`src/rtl/burst_ram_pkg.sv`:
```
// Shared definitions for the burst RAM arbiter.
//   arb_state_t : arbiter FSM states
//   CMD_READ / CMD_WRITE : encoding of the br_cmd / mN_cmd bit
package burst_ram_pkg;

    typedef enum logic [1:0] {
        IDLE    = 2'd0,
        GRANTED = 2'd1,
        WRITE   = 2'd2,
        READ    = 2'd3
    } arb_state_t;

    localparam logic CMD_READ  = 1'b0;
    localparam logic CMD_WRITE = 1'b1;

endpackage

```
`src/rtl/burst_ram_mux.sv`:
```
// Owner select of the BurstRAM request signals.
//   owner      : 0 selects master 0, 1 selects master 1
//   cmd_allow  : high only while a command may start (arbiter in GRANTED)
//   mN_*       : request-side signals of both masters
//   br_*       : request-side signals towards BurstRAM
// Purely combinational; the non-owner's cmd_en can never reach the RAM.
module burst_ram_mux #(
    parameter int AddressBitWidth = 4,
    parameter int DataBitWidth    = 64
) (
    input  logic                       owner,
    input  logic                       cmd_allow,
    input  logic                       m0_cmd,
    input  logic                       m0_cmd_en,
    input  logic [AddressBitWidth-1:0] m0_addr,
    input  logic [DataBitWidth-1:0]    m0_wr_data,
    input  logic [7:0]                 m0_data_mask,
    input  logic                       m1_cmd,
    input  logic                       m1_cmd_en,
    input  logic [AddressBitWidth-1:0] m1_addr,
    input  logic [DataBitWidth-1:0]    m1_wr_data,
    input  logic [7:0]                 m1_data_mask,
    output logic                       br_cmd,
    output logic                       br_cmd_en,
    output logic [AddressBitWidth-1:0] br_addr,
    output logic [DataBitWidth-1:0]    br_wr_data,
    output logic [7:0]                 br_data_mask
);

    assign br_cmd       = owner ? m1_cmd       : m0_cmd;
    assign br_addr      = owner ? m1_addr      : m0_addr;
    assign br_wr_data   = owner ? m1_wr_data   : m0_wr_data;
    assign br_data_mask = owner ? m1_data_mask : m0_data_mask;
    assign br_cmd_en    = cmd_allow & (owner ? m1_cmd_en : m0_cmd_en);

endmodule

```
`src/rtl/burst_ram_arbiter.sv`:
```
// Two-master round-robin arbiter in front of a single BurstRAM port.
// Grants whole bursts and never splits one.
//   clk, rst_n          : clock, asynchronous active-low reset
//   m0_* / m1_*         : cache-side burst ports (req/gnt handshake, cmd, data)
//   mN_rd_data          : br_rd_data broadcast to both masters
//   mN_rd_data_valid    : br_rd_data_valid, only towards the owner of a read burst
//   br_*                : BurstRAM-side port
module burst_ram_arbiter
    import burst_ram_pkg::*;
#(
    parameter int AddressBitWidth = 4,
    parameter int BurstDataCount  = 4,
    parameter int DataBitWidth    = 64
) (
    input  logic                       clk,
    input  logic                       rst_n,
    input  logic                       m0_req,
    output logic                       m0_gnt,
    input  logic                       m0_cmd,
    input  logic                       m0_cmd_en,
    input  logic [AddressBitWidth-1:0] m0_addr,
    input  logic [DataBitWidth-1:0]    m0_wr_data,
    input  logic [7:0]                 m0_data_mask,
    output logic [DataBitWidth-1:0]    m0_rd_data,
    output logic                       m0_rd_data_valid,
    input  logic                       m1_req,
    output logic                       m1_gnt,
    input  logic                       m1_cmd,
    input  logic                       m1_cmd_en,
    input  logic [AddressBitWidth-1:0] m1_addr,
    input  logic [DataBitWidth-1:0]    m1_wr_data,
    input  logic [7:0]                 m1_data_mask,
    output logic [DataBitWidth-1:0]    m1_rd_data,
    output logic                       m1_rd_data_valid,
    output logic                       br_cmd,
    output logic                       br_cmd_en,
    output logic [AddressBitWidth-1:0] br_addr,
    output logic [DataBitWidth-1:0]    br_wr_data,
    output logic [7:0]                 br_data_mask,
    input  logic [DataBitWidth-1:0]    br_rd_data,
    input  logic                       br_rd_data_valid,
    input  logic                       br_busy
);

    localparam int              CntWidth = $clog2(BurstDataCount) + 1;
    localparam logic [CntWidth-1:0] LastBeat = CntWidth'(BurstDataCount - 1);

    arb_state_t          state;
    logic                owner;
    logic                last_owner;
    logic [CntWidth-1:0] beat_cnt;

    logic own_req;
    logic next_owner;

    assign own_req = owner ? m1_req : m0_req;

    // Round robin: on a tie the master that did not own the last burst wins.
    assign next_owner = (m0_req && m1_req) ? ~last_owner : m1_req;

    burst_ram_mux #(
        .AddressBitWidth(AddressBitWidth),
        .DataBitWidth   (DataBitWidth)
    ) u_mux (
        .owner       (owner),
        .cmd_allow   (state == GRANTED),
        .m0_cmd      (m0_cmd),
        .m0_cmd_en   (m0_cmd_en),
        .m0_addr     (m0_addr),
        .m0_wr_data  (m0_wr_data),
        .m0_data_mask(m0_data_mask),
        .m1_cmd      (m1_cmd),
        .m1_cmd_en   (m1_cmd_en),
        .m1_addr     (m1_addr),
        .m1_wr_data  (m1_wr_data),
        .m1_data_mask(m1_data_mask),
        .br_cmd      (br_cmd),
        .br_cmd_en   (br_cmd_en),
        .br_addr     (br_addr),
        .br_wr_data  (br_wr_data),
        .br_data_mask(br_data_mask)
    );

    // Read data is broadcast; only the valid strobe is steered, and only in READ.
    assign m0_rd_data       = br_rd_data;
    assign m1_rd_data       = br_rd_data;
    assign m0_rd_data_valid = br_rd_data_valid && (state == READ) && !owner;
    assign m1_rd_data_valid = br_rd_data_valid && (state == READ) &&  owner;

    // NOTE: state and grants are updated with non-blocking assignments so every
    // branch below sees the values from before this clock edge.
    always_ff @(posedge clk or negedge rst_n) begin
        if (!rst_n) begin
            state      <= IDLE;
            m0_gnt     <= 1'b0;
            m1_gnt     <= 1'b0;
            owner      <= 1'b0;
            last_owner <= 1'b1;
            beat_cnt   <= '0;
        end else begin
            case (state)
                IDLE: begin
                    if (!br_busy && (m0_req || m1_req)) begin
                        owner  <= next_owner;
                        m0_gnt <= !next_owner;
                        m1_gnt <=  next_owner;
                        state  <= GRANTED;
                    end
                end
                GRANTED: begin
                    if (br_cmd_en) begin
                        // The command cycle already carries write beat 0.
                        if (br_cmd == CMD_WRITE) begin
                            state    <= WRITE;
                            beat_cnt <= CntWidth'(1);
                        end else begin
                            state    <= READ;
                            beat_cnt <= '0;
                        end
                    end else if (!own_req) begin
                        state      <= IDLE;
                        m0_gnt     <= 1'b0;
                        m1_gnt     <= 1'b0;
                        last_owner <= owner;
                    end
                end
                WRITE: begin
                    beat_cnt <= beat_cnt + CntWidth'(1);
                    if (beat_cnt >= LastBeat) begin
                        state      <= IDLE;
                        m0_gnt     <= 1'b0;
                        m1_gnt     <= 1'b0;
                        last_owner <= owner;
                    end
                end
                READ: begin
                    if (br_rd_data_valid) begin
                        beat_cnt <= beat_cnt + CntWidth'(1);
                        if (beat_cnt == LastBeat) begin
                            state      <= IDLE;
                            m0_gnt     <= 1'b0;
                            m1_gnt     <= 1'b0;
                            last_owner <= owner;
                        end
                    end
                end
                default: state <= IDLE;
            endcase
        end
    end

endmodule

```
`config.mk`:
```
export PLATFORM = sky130hd
export DESIGN_NAME = burst_ram_arbiter
export DESIGN_NICKNAME = d
export VERILOG_FILES = /design/src/rtl/burst_ram_pkg.sv /design/src/rtl/burst_ram_mux.sv /design/src/rtl/burst_ram_arbiter.sv
export SDC_FILE = /design/constraint.sdc
export NUM_CORES = 1
export LEC_CHECK = 0
export BUFFER_PORTS_ARGS = -buffer_cell sky130_fd_sc_hd__buf_2
export CELL_PAD_IN_SITES_DETAIL_PLACEMENT = 2
export CELL_PAD_IN_SITES_GLOBAL_PLACEMENT = 2
export CORE_AREA = 2 2 171 173
export CTS_CLUSTER_SIZE = 10
export DETAILED_ROUTE_END_ITERATION = 10
export DIE_AREA = 0 0 173 175
export PLACE_DENSITY_LB_ADDON = 0.08
export SKIP_CTS_REPAIR_TIMING = 1
export SLEW_MARGIN = 20
export SYNTH_ARGS = -nofsm -noshare
export SYNTH_HDL_FRONTEND = slang
export SYNTH_HIERARCHICAL = 1
export SYNTH_SLANG_ARGS = --single-unit
```
`constraint.sdc`:
```
create_clock -name clk -period 1.9 [get_ports clk]
set_clock_uncertainty 0.15 [all_clocks]
set_input_delay 0.285 -clock clk [delete_from_list [all_inputs] [get_ports clk]]
set_output_delay 0.285 -clock clk [all_outputs]
set_load 0.02 [all_outputs]
```
==> flow_metrics.env, run 1 <==
export IMPL_placed_area_mm2=0.00339
export IMPL_yosys_top_cells_area="buf_4 (37%), mux2_2 (25%), mux2_4 (13%)"
export IMPL_htree_levels=1
export IMPL_ys_seq_area_share_pct=8.74
export IMPL_critPathCaptureType="primary output"
export IMPL_min_path_type="input pin to flop"
export IMPL_io_pins=436
export IMPL_ant_nets=0
export IMPL_dr_pass1_iters=4
export IMPL_coreArea_mm2=0.0284
export IMPL_n_fill_cell=3370
export IMPL_die_h_um=175
export IMPL_numCtsBuffers=3
export IMPL_syn_inst=280
export IMPL_cp_start_kind="flop"
export IMPL_worst_hold_slack_ps=262
export IMPL_clock_latency_ps=230
export IMPL_p_comb_share_pct=85.1
export IMPL_yosys_warnings=6
export IMPL_synth_top_area_share_pct=37.1
export IMPL_cts_buffer_depth=2
export IMPL_final_setup_tns_ps=-2950
export IMPL_finalCritPeriodShare_pct=104
export IMPL_synth_cell_type_count=32
export IMPL_slew_viol_final=0
export IMPL_portBuffers=243
export IMPL_grt_pass1_wl_mm=18.4
export IMPL_clk_pin_slew_ps=40
export IMPL_yosysMostFrequentCell="buf_4"
export IMPL_yosys_area_top_type="buf_4"
export IMPL_dieArea_mm2=0.0303
export IMPL_clockPowerShare_pct=7.3
export IMPL_drive_gt1_share_pct=88.4
export IMPL_worst_pin_slew_ps=328
export IMPL_async_flop_share_pct=100
export IMPL_ir_worst_vdd_uv=349
export IMPL_cts_tree="yes"
export IMPL_first_iter_violations=53
export IMPL_ys_flop_type="dfrtp_1"
export IMPL_antenna_found_initial=1
export IMPL_violations="negative setup slack"
export IMPL_synth_edf_count=0
export IMPL_final_hold_violation_count=0
export IMPL_vias=2397
export IMPL_fin_area_mm2=0.00386
export IMPL_grt_max_degree=62
export IMPL_diodes=0
export IMPL_fmax_ghz=0.505
export IMPL_drc_errors=0
export IMPL_layout_cells_non_filler=797
export IMPL_wl_per_cell_um=17.9
export IMPL_slew_headroom_pct=78.0
export IMPL_synth_avg_cell_area_um2=9.25
export IMPL_crit_path_max_fanout=8
export IMPL_crit_required_ps=1460
export IMPL_p_sw_share_pct=45.8
export IMPL_drv_cap=0
export IMPL_critPathKind="flop to primary output"
export IMPL_p_seq_share_pct=7.6
export IMPL_post_dp_hpwl_mm=11.6
export IMPL_syn_to_final_growth_pct=49.1
export IMPL_rsz0062_at_grt="true"
export IMPL_dieWidth_um=173
export IMPL_routed_wl_mm=14.3
export IMPL_via_per_inst=3.01
export IMPL_grt_pass1_vias=2606
export IMPL_gp_congestion=0.767
export IMPL_power_internal_mw=2.84
export IMPL_ys_top_cells_by_count="buf_4 (128), mux2_2 (57), mux2_4 (23), dfrtp_1 (8)"
export IMPL_period_needed_ps=1980
export IMPL_status="finished, violations left"
export IMPL_layout_setup_ws_ps=-79.0
export IMPL_synth_seq_cells=9
export IMPL_rows=62
export IMPL_cts_sinks=9
export IMPL_syn_num_nets=508
export IMPL_start_util_pct=9.13
export IMPL_powerDensity_mw_per_mm2=1360
export IMPL_syn_area_mm2=0.00259
export IMPL_cp_arrival_ps=1540
export IMPL_static_leakage_power_nw=1.90
export IMPL_power_switching_mw=2.40
export IMPL_cts_root_buf="clkbuf_16"
export IMPL_finalSetupViolCount=60
export IMPL_dp_cells=781
export IMPL_num_nets_final=642
export IMPL_track_usage_pct=8.06
export IMPL_grt_overflow=0
through the flow:
stage	power [mW]	util [%]	setup slack [ps]
after floorplan	3.28	-	-33.6
after global placement	4.07	11.9	-4.58
after detailed placement	4.07	11.9	-72.2
after CTS	4.48	12.2	-245
after global routing	5.64	13.6	-131
final	5.25	13.6	-79.0
power groups by stage:
stage               combinational [mW]  sequential [mW]  clock (mW)
floorplan                         2.87            0.412           0
global placement                  3.67            0.404           0
detailed placement                3.66            0.407           0
CTS                               3.68            0.407       0.392
global route                      4.81            0.416       0.405
finish                            4.46            0.399       0.384
worst max-delay path, cell delays in order (launching register included):
cell,delay [ps]
dfrtp_4,520
buf_12,170
clkbuf_16,180
mux2_2,280
buf_2,160
path summary, 6_finish.rpt:
check | from | slack (ps) | to | cells past startpoint
max | owner | -80 | br_wr_data[26] | 4
min | m0_req | 260 | owner | 3
max reg2reg | owner | -40 | last_owner | 5
min reg2reg | m1_gnt | 360 | m1_gnt | 1
max in group asynchronous | rst_n | 1030 | last_owner | 2
min in group asynchronous | rst_n | 300 | beat_cnt[2] | 2
registers in the layout, summed over array words and instances, names as in the netlist:
signal and flops:
beat_cnt 3, state 2, last_owner 1, m0_gnt 1, m1_gnt 1, owner 1
kinds of logic (layout without fill, tap and decap cells):
kind of cell | Yosys count | after routing | synth area share (%)
XOR/XNOR | 1 | 1 | 0.338
multiplexers | 81 | 81 | 38.5
buffers and inverters | 142 | 275 | 40.6
AND/OR/NAND/NOR | 25 | 25 | 4.54
adder cells (fa/ha/maj) | 2 | 2 | 0.966
AO/OA/AOI/OAI | 20 | 20 | 6.33
flip-flops | 9 | 9 | 8.74
layout by cell type (no fill, tap or decap), types with 3 or more instances in the layout:
| master | instances |
|---|---|
| buf_2 | 225 |
| mux2_2 | 50 |
| mux2_4 | 30 |
| buf_6 | 18 |
| buf_4 | 15 |
| nor2_1 | 7 |
| dfrtp_1 | 7 |
| nand2_1 | 6 |
| clkbuf_16 | 6 |
| buf_12 | 4 |
| nor3_1 | 3 |
| a21oi_1 | 3 |
area by class of cell:
type,count,area (um^2),area share [%]
flip-flops and latches,9,230,5.96
inverters,2,7.51,0.194
well taps,384,480,12.4
multi-input cells,129,1400,36.3
repair buffers,269,1660,43.1
clock buffers,4,78.8,2.04
metal layers:
| layer | vias up | track usage, % | wire length (um) |
|---|---|---|---|
| met3 | 47 | 2.33 | 1040 |
| met2 | 133 | 15.0 | 7550 |
| met1 | 1119 | 8.98 | 5410 |
| met5 | - | 0 | 0 |
| met4 | 0 | 2.05 | 267 |
| li1 | 1098 | - | - |
Power figures use the tool's default switching activity.
==> run 2: changes to the inputs <==
Settings changed: CELL_PAD_IN_SITES_DETAIL_PLACEMENT 2 to 0.
==> flow_metrics.env, run 2 (synthesis results as in run 1) <==
export IMPL_period_needed_ps=1980
export IMPL_rsz0062_at_grt="true"
export IMPL_post_dp_hpwl_mm=10.9
export IMPL_start_util_pct=9.13
export IMPL_critPathCaptureType="primary output"
export IMPL_grt_max_degree=62
export IMPL_io_pins=436
export IMPL_slew_headroom_pct=75.5
export IMPL_min_path_type="input pin to flop"
export IMPL_syn_to_final_growth_pct=55.4
export IMPL_portBuffers=243
export IMPL_gp_congestion=0.767
export IMPL_dr_pass1_iters=4
export IMPL_rows=62
export IMPL_dieArea_mm2=0.0303
export IMPL_min_from="m0_req"
export IMPL_reg2reg_slack_ps=-50
export IMPL_fmax_ghz=0.505
export IMPL_cp_arrival_ps=1550
export IMPL_final_common_cell="buf_2"
export IMPL_worst_pin_slew_ps=364
export IMPL_violations="negative setup slack"
export IMPL_drive_gt1_share_pct=88.1
export IMPL_clk_pin_slew_ps=40
export IMPL_dieWidth_um=173
export IMPL_cp_start_kind="flop"
export IMPL_track_usage_pct=7.52
export IMPL_ir_worst_vdd_uv=346
export IMPL_largest_reg_flops=3
export IMPL_top_register="beat_cnt"
export IMPL_cts_buffer_depth=2
export IMPL_clock_latency_ps=240
export IMPL_first_iter_violations=56
export IMPL_worst_hold_slack_ps=264
export IMPL_slew_viol_final=0
export IMPL_slowest_delay_ps=490
export IMPL_static_leakage_power_nw=1.98
export IMPL_crit_path_max_fanout=8
export IMPL_drv_cap=0
export IMPL_layout_setup_ws_ps=-81.2
export IMPL_final_hold_violation_count=0
export IMPL_critPathLaunch="owner"
export IMPL_r2r_cells=6
export IMPL_status="finished, violations left"
export IMPL_vias=2352
export IMPL_coreArea_mm2=0.0284
export IMPL_finalCritPeriodShare_pct=104
export IMPL_mostFrequentLayoutCells="buf_2 (203), mux2_2 (45), buf_6 (43)"
export IMPL_wl_per_cell_um=17.4
export IMPL_grt_pass1_vias=2485
export IMPL_grt_overflow=0
export IMPL_drc_errors=0
export IMPL_critPathKind="flop to primary output"
export IMPL_postLayoutCoreUtil_pct=14.2
export IMPL_grt_pass1_wl_mm=17.1
export IMPL_num_nets_final=642
export IMPL_total_power_mw=5.50
export IMPL_critPathSlowestCell="dfrtp_4"
export IMPL_die_h_um=175
export IMPL_htree_levels=1
export IMPL_crit_chain="buf_12 > buf_16 > mux2_4 > buf_6"
export IMPL_antenna_found_initial=0
export IMPL_cts_sinks=9
export IMPL_cts_root_buf="clkbuf_16"
export IMPL_finalSetupViolCount=75
export IMPL_hold_depth=3
export IMPL_ant_nets=0
export IMPL_r2r_start="owner"
export IMPL_numCtsBuffers=3
export IMPL_place_ws_ps=-22.0
export IMPL_cts_tree="yes"
export IMPL_powerDensity_mw_per_mm2=1370
export IMPL_routed_wl_mm=13.9
export IMPL_via_per_inst=2.95
export IMPL_reg_top3="beat_cnt: 3 flops, state: 2 flops"
export IMPL_crit_required_ps=1460
export IMPL_dp_cells=781
export IMPL_diodes=0
export IMPL_layout_cells_non_filler=797
run 2: path summary, 6_finish.rpt:
kind                                  end
min in group asynchronous     beat_cnt[2]
min                                 owner
max                        br_wr_data[15]
min reg2reg                        m1_gnt
max reg2reg                        m0_gnt
max in group asynchronous      last_owner
run 2: layout make-up:
cell class              instances  area [um^2]
fillers                      3301        24400
repair buffers                269         1820
multi-input cells             129         1410
well taps                     384          480
flip-flops and latches          9          230
clock buffers                   4         78.8
inverters                       2         7.51
run 2: power by group:
group          internal (mW)  switching [mW]
Sequential             0.303          0.0806
Combinational           2.46            2.27
Clock                  0.282           0.106
run 2: critical path, delay by kind of cell, from the launching register on:
kind | cells | cell delay [ps]
multiplexers | 1 | 340
flip-flops | 1 | 490
buffers and inverters | 3 | 470
run 2: per-layer routing:
layer  track usage (%)  up-vias  share of wire [%]
met1              8.13     1075                 39
met2              13.9      134                 51
met3              2.33       49                7.6
li1                  -     1094                  -
met5                 0        -                  0
met4              2.44        0                2.1
run 2: per-stage QoR:
step,instance area (um^2),TNS [ps]
3_5_place_dp,3390,-28.1
2_1_floorplan,2620,-48.7
6_report,4030,-2720
3_3_place_gp,3390,-4.58
4_1_cts,3470,-13410
5_1_grt,4030,-6670
==> run 3: changes to the inputs <==
Settings changed: CORE_AREA 2 2 171 173 to 2 2 168 170, DIE_AREA 0 0 173 175 to 0 0 170 172, REMOVE_ABC_BUFFERS set to 1, SETUP_SLACK_MARGIN set to 0.3, SYNTH_HIERARCHICAL 1 to not set.
==> flow_metrics.env, run 3 <==
export IMPL_min_path_type="input pin to flop"
export IMPL_track_usage_pct=19.4
export IMPL_mostFrequentLayoutCells="buf_2 (228), mux2_2 (75), buf_6 (17)"
export IMPL_worst_pin_slew_ps=364
export IMPL_yosys_top_cells_area="buf_4 (40%), mux2_2 (36%), dfrtp_1 (8.3%)"
export IMPL_numCtsBuffers=3
export IMPL_ys_top_cells_by_count="buf_4 (128), mux2_2 (77), clkbuf_1 (9), dfrtp_1 (8), nand2_1 (8)"
export IMPL_clock_latency_ps=230
export IMPL_period_needed_ps=2000
export IMPL_ant_nets=0
export IMPL_async_flop_share_pct=100
export IMPL_final_setup_tns_ps=-4850
export IMPL_io_pins=436
export IMPL_status="finished, violations left"
export IMPL_antenna_found_initial=33
export IMPL_critPathCaptureType="primary output"
export IMPL_ys_flop_type="dfrtp_1"
export IMPL_slew_viol_final=0
export IMPL_coreArea_mm2=0.0275
export IMPL_final_common_cell="buf_2"
export IMPL_grt_overflow=0
export IMPL_cp_start_kind="flop"
export IMPL_synth_top_area_share_pct=39.8
export IMPL_finalCritPeriodShare_pct=105
export IMPL_drive_gt1_share_pct=89.6
export IMPL_final_hold_violation_count=0
export IMPL_routed_wl_mm=29.9
export IMPL_critPathKind="flop to primary output"
export IMPL_layout_setup_ws_ps=-101
export IMPL_htree_levels=1
export IMPL_reg_top3="beat_cnt: 3 flops, state: 2 flops"
export IMPL_crit_path_max_fanout=12
export IMPL_layout_cells_non_filler=763
export IMPL_top_register="beat_cnt"
export IMPL_cts_tree="yes"
export IMPL_synth_cell_type_count=33
export IMPL_first_iter_violations=121
export IMPL_synth_edf_count=0
export IMPL_violations="negative setup slack"
export IMPL_vias=2657
export IMPL_yosysMostFrequentCell="buf_4"
export IMPL_synth_seq_cells=9
export IMPL_dr_pass1_iters=4
export IMPL_ys_seq_area_share_pct=9.38
export IMPL_gp_congestion=0.802
export IMPL_postLayoutCoreUtil_pct=13.2
export IMPL_yosys_warnings=0
export IMPL_dieArea_mm2=0.0292
export IMPL_static_leakage_power_nw=1.74
export IMPL_via_per_inst=3.48
export IMPL_crit_required_ps=1460
export IMPL_cts_buffer_depth=2
export IMPL_syn_to_final_growth_pct=50.5
export IMPL_n_fill_cell=3221
export IMPL_total_power_mw=4.58
export IMPL_grt_pass1_wl_mm=35.0
export IMPL_powerDensity_mw_per_mm2=1260
export IMPL_fmax_ghz=0.500
export IMPL_slew_headroom_pct=75.6
export IMPL_cts_sinks=9
export IMPL_dieWidth_um=170
export IMPL_drv_cap=0
export IMPL_grt_pass1_vias=2693
export IMPL_rows=61
export IMPL_num_nets_final=633
export IMPL_die_h_um=172
export IMPL_start_util_pct=8.78
export IMPL_slowest_delay_ps=500
export IMPL_wl_per_cell_um=39.2
export IMPL_grt_max_degree=34
export IMPL_post_dp_hpwl_mm=28.1
export IMPL_cp_arrival_ps=1570
export IMPL_cts_root_buf="clkbuf_16"
export IMPL_reg2reg_slack_ps=-10
export IMPL_clk_pin_slew_ps=40
export IMPL_critPathTopFamily="flip-flops"
export IMPL_portBuffers=243
export IMPL_crit_chain="buf_12 > buf_4 > mux2_2 > buf_2"
export IMPL_drc_errors=0
export IMPL_finalSetupViolCount=77
export IMPL_syn_area_mm2=0.00241
export IMPL_syn_inst=273
export IMPL_critPathBufInv=3
export IMPL_ir_worst_vdd_uv=276
export IMPL_synth_avg_cell_area_um2=8.84
export IMPL_worst_hold_slack_ps=252
export IMPL_largest_reg_flops=3
export IMPL_rsz0062_at_grt="true"
export IMPL_dp_cells=740
export IMPL_yosys_area_top_type="buf_4"
export IMPL_critPathSlowestCell="dfrtp_4"
[run 3: cell count changes after synthesis, moves of 3 or more]
cell	delta
mux2_4	-22
mux2_2	+20
clkbuf_1	+8
buf_2	-6
buf_6	-3
nor2_1	-3
o21ai_0	-3
[run 3: kinds of logic after synthesis]
group                    share of synthesized area, %
AO/OA/AOI/OAI                                    3.21
flip-flops                                       9.38
adder cells (fa/ha/maj)                          1.04
AND/OR/NAND/NOR                                  5.60
multiplexers                                     38.4
buffers and inverters                            42.4
[run 3: through the flow]
step                instance area, um^2  worst slack, ps
finish                             3630             -101
CTS                                3310             -167
global placement                   3230            -49.2
detailed placement                 3230            -65.6
global route                       3610             -147
floorplan                          1400            -1500
[run 3: worst min-delay path, stage by stage]
cell and delay (ps):
buf_2 130, nand3_1 110, o21ai_2 70
[run 3: power by group]
| part | total, mW | switching (mW) | internal, mW |
|---|---|---|---|
| combinational | 3.80 | 1.91 | 1.89 |
| clock | 0.373 | 0.0928 | 0.281 |
| sequential | 0.414 | 0.115 | 0.299 |
| total | 4.58 | 2.11 | 2.47 |
[run 3: layout make-up]
type                       count  area (um^2)  area share (%)
inverter                       3         11.3           0.310
antenna                       13         32.5           0.896
tap                          346          433            11.9
timing repair buffer         266         1580            43.5
multi-input combinational    122         1260            34.8
clock buffer                   4         78.8            2.17
sequential                     9          231            6.37
[run 3: per-layer routing]
metal  track usage [%]  up-vias  routed length (um)
li1                  -     1077                   -
met3              26.8       32                8500
met5              5.04        -                 278
met4             0.297       26                  59
met1              14.7     1070                8220
met2              30.4      452               12800
[run 3: worst paths after layout]
path,from,end,cells after the start
worst max-delay path,owner,br_wr_data[9],4
worst min-delay path,m1_req,owner,3
worst max register to register,beat_cnt[0],m0_gnt,6
worst min register to register,m1_gnt,m1_gnt,2
max in group asynchronous,rst_n,last_owner,2
min in group asynchronous,rst_n,m0_gnt,2
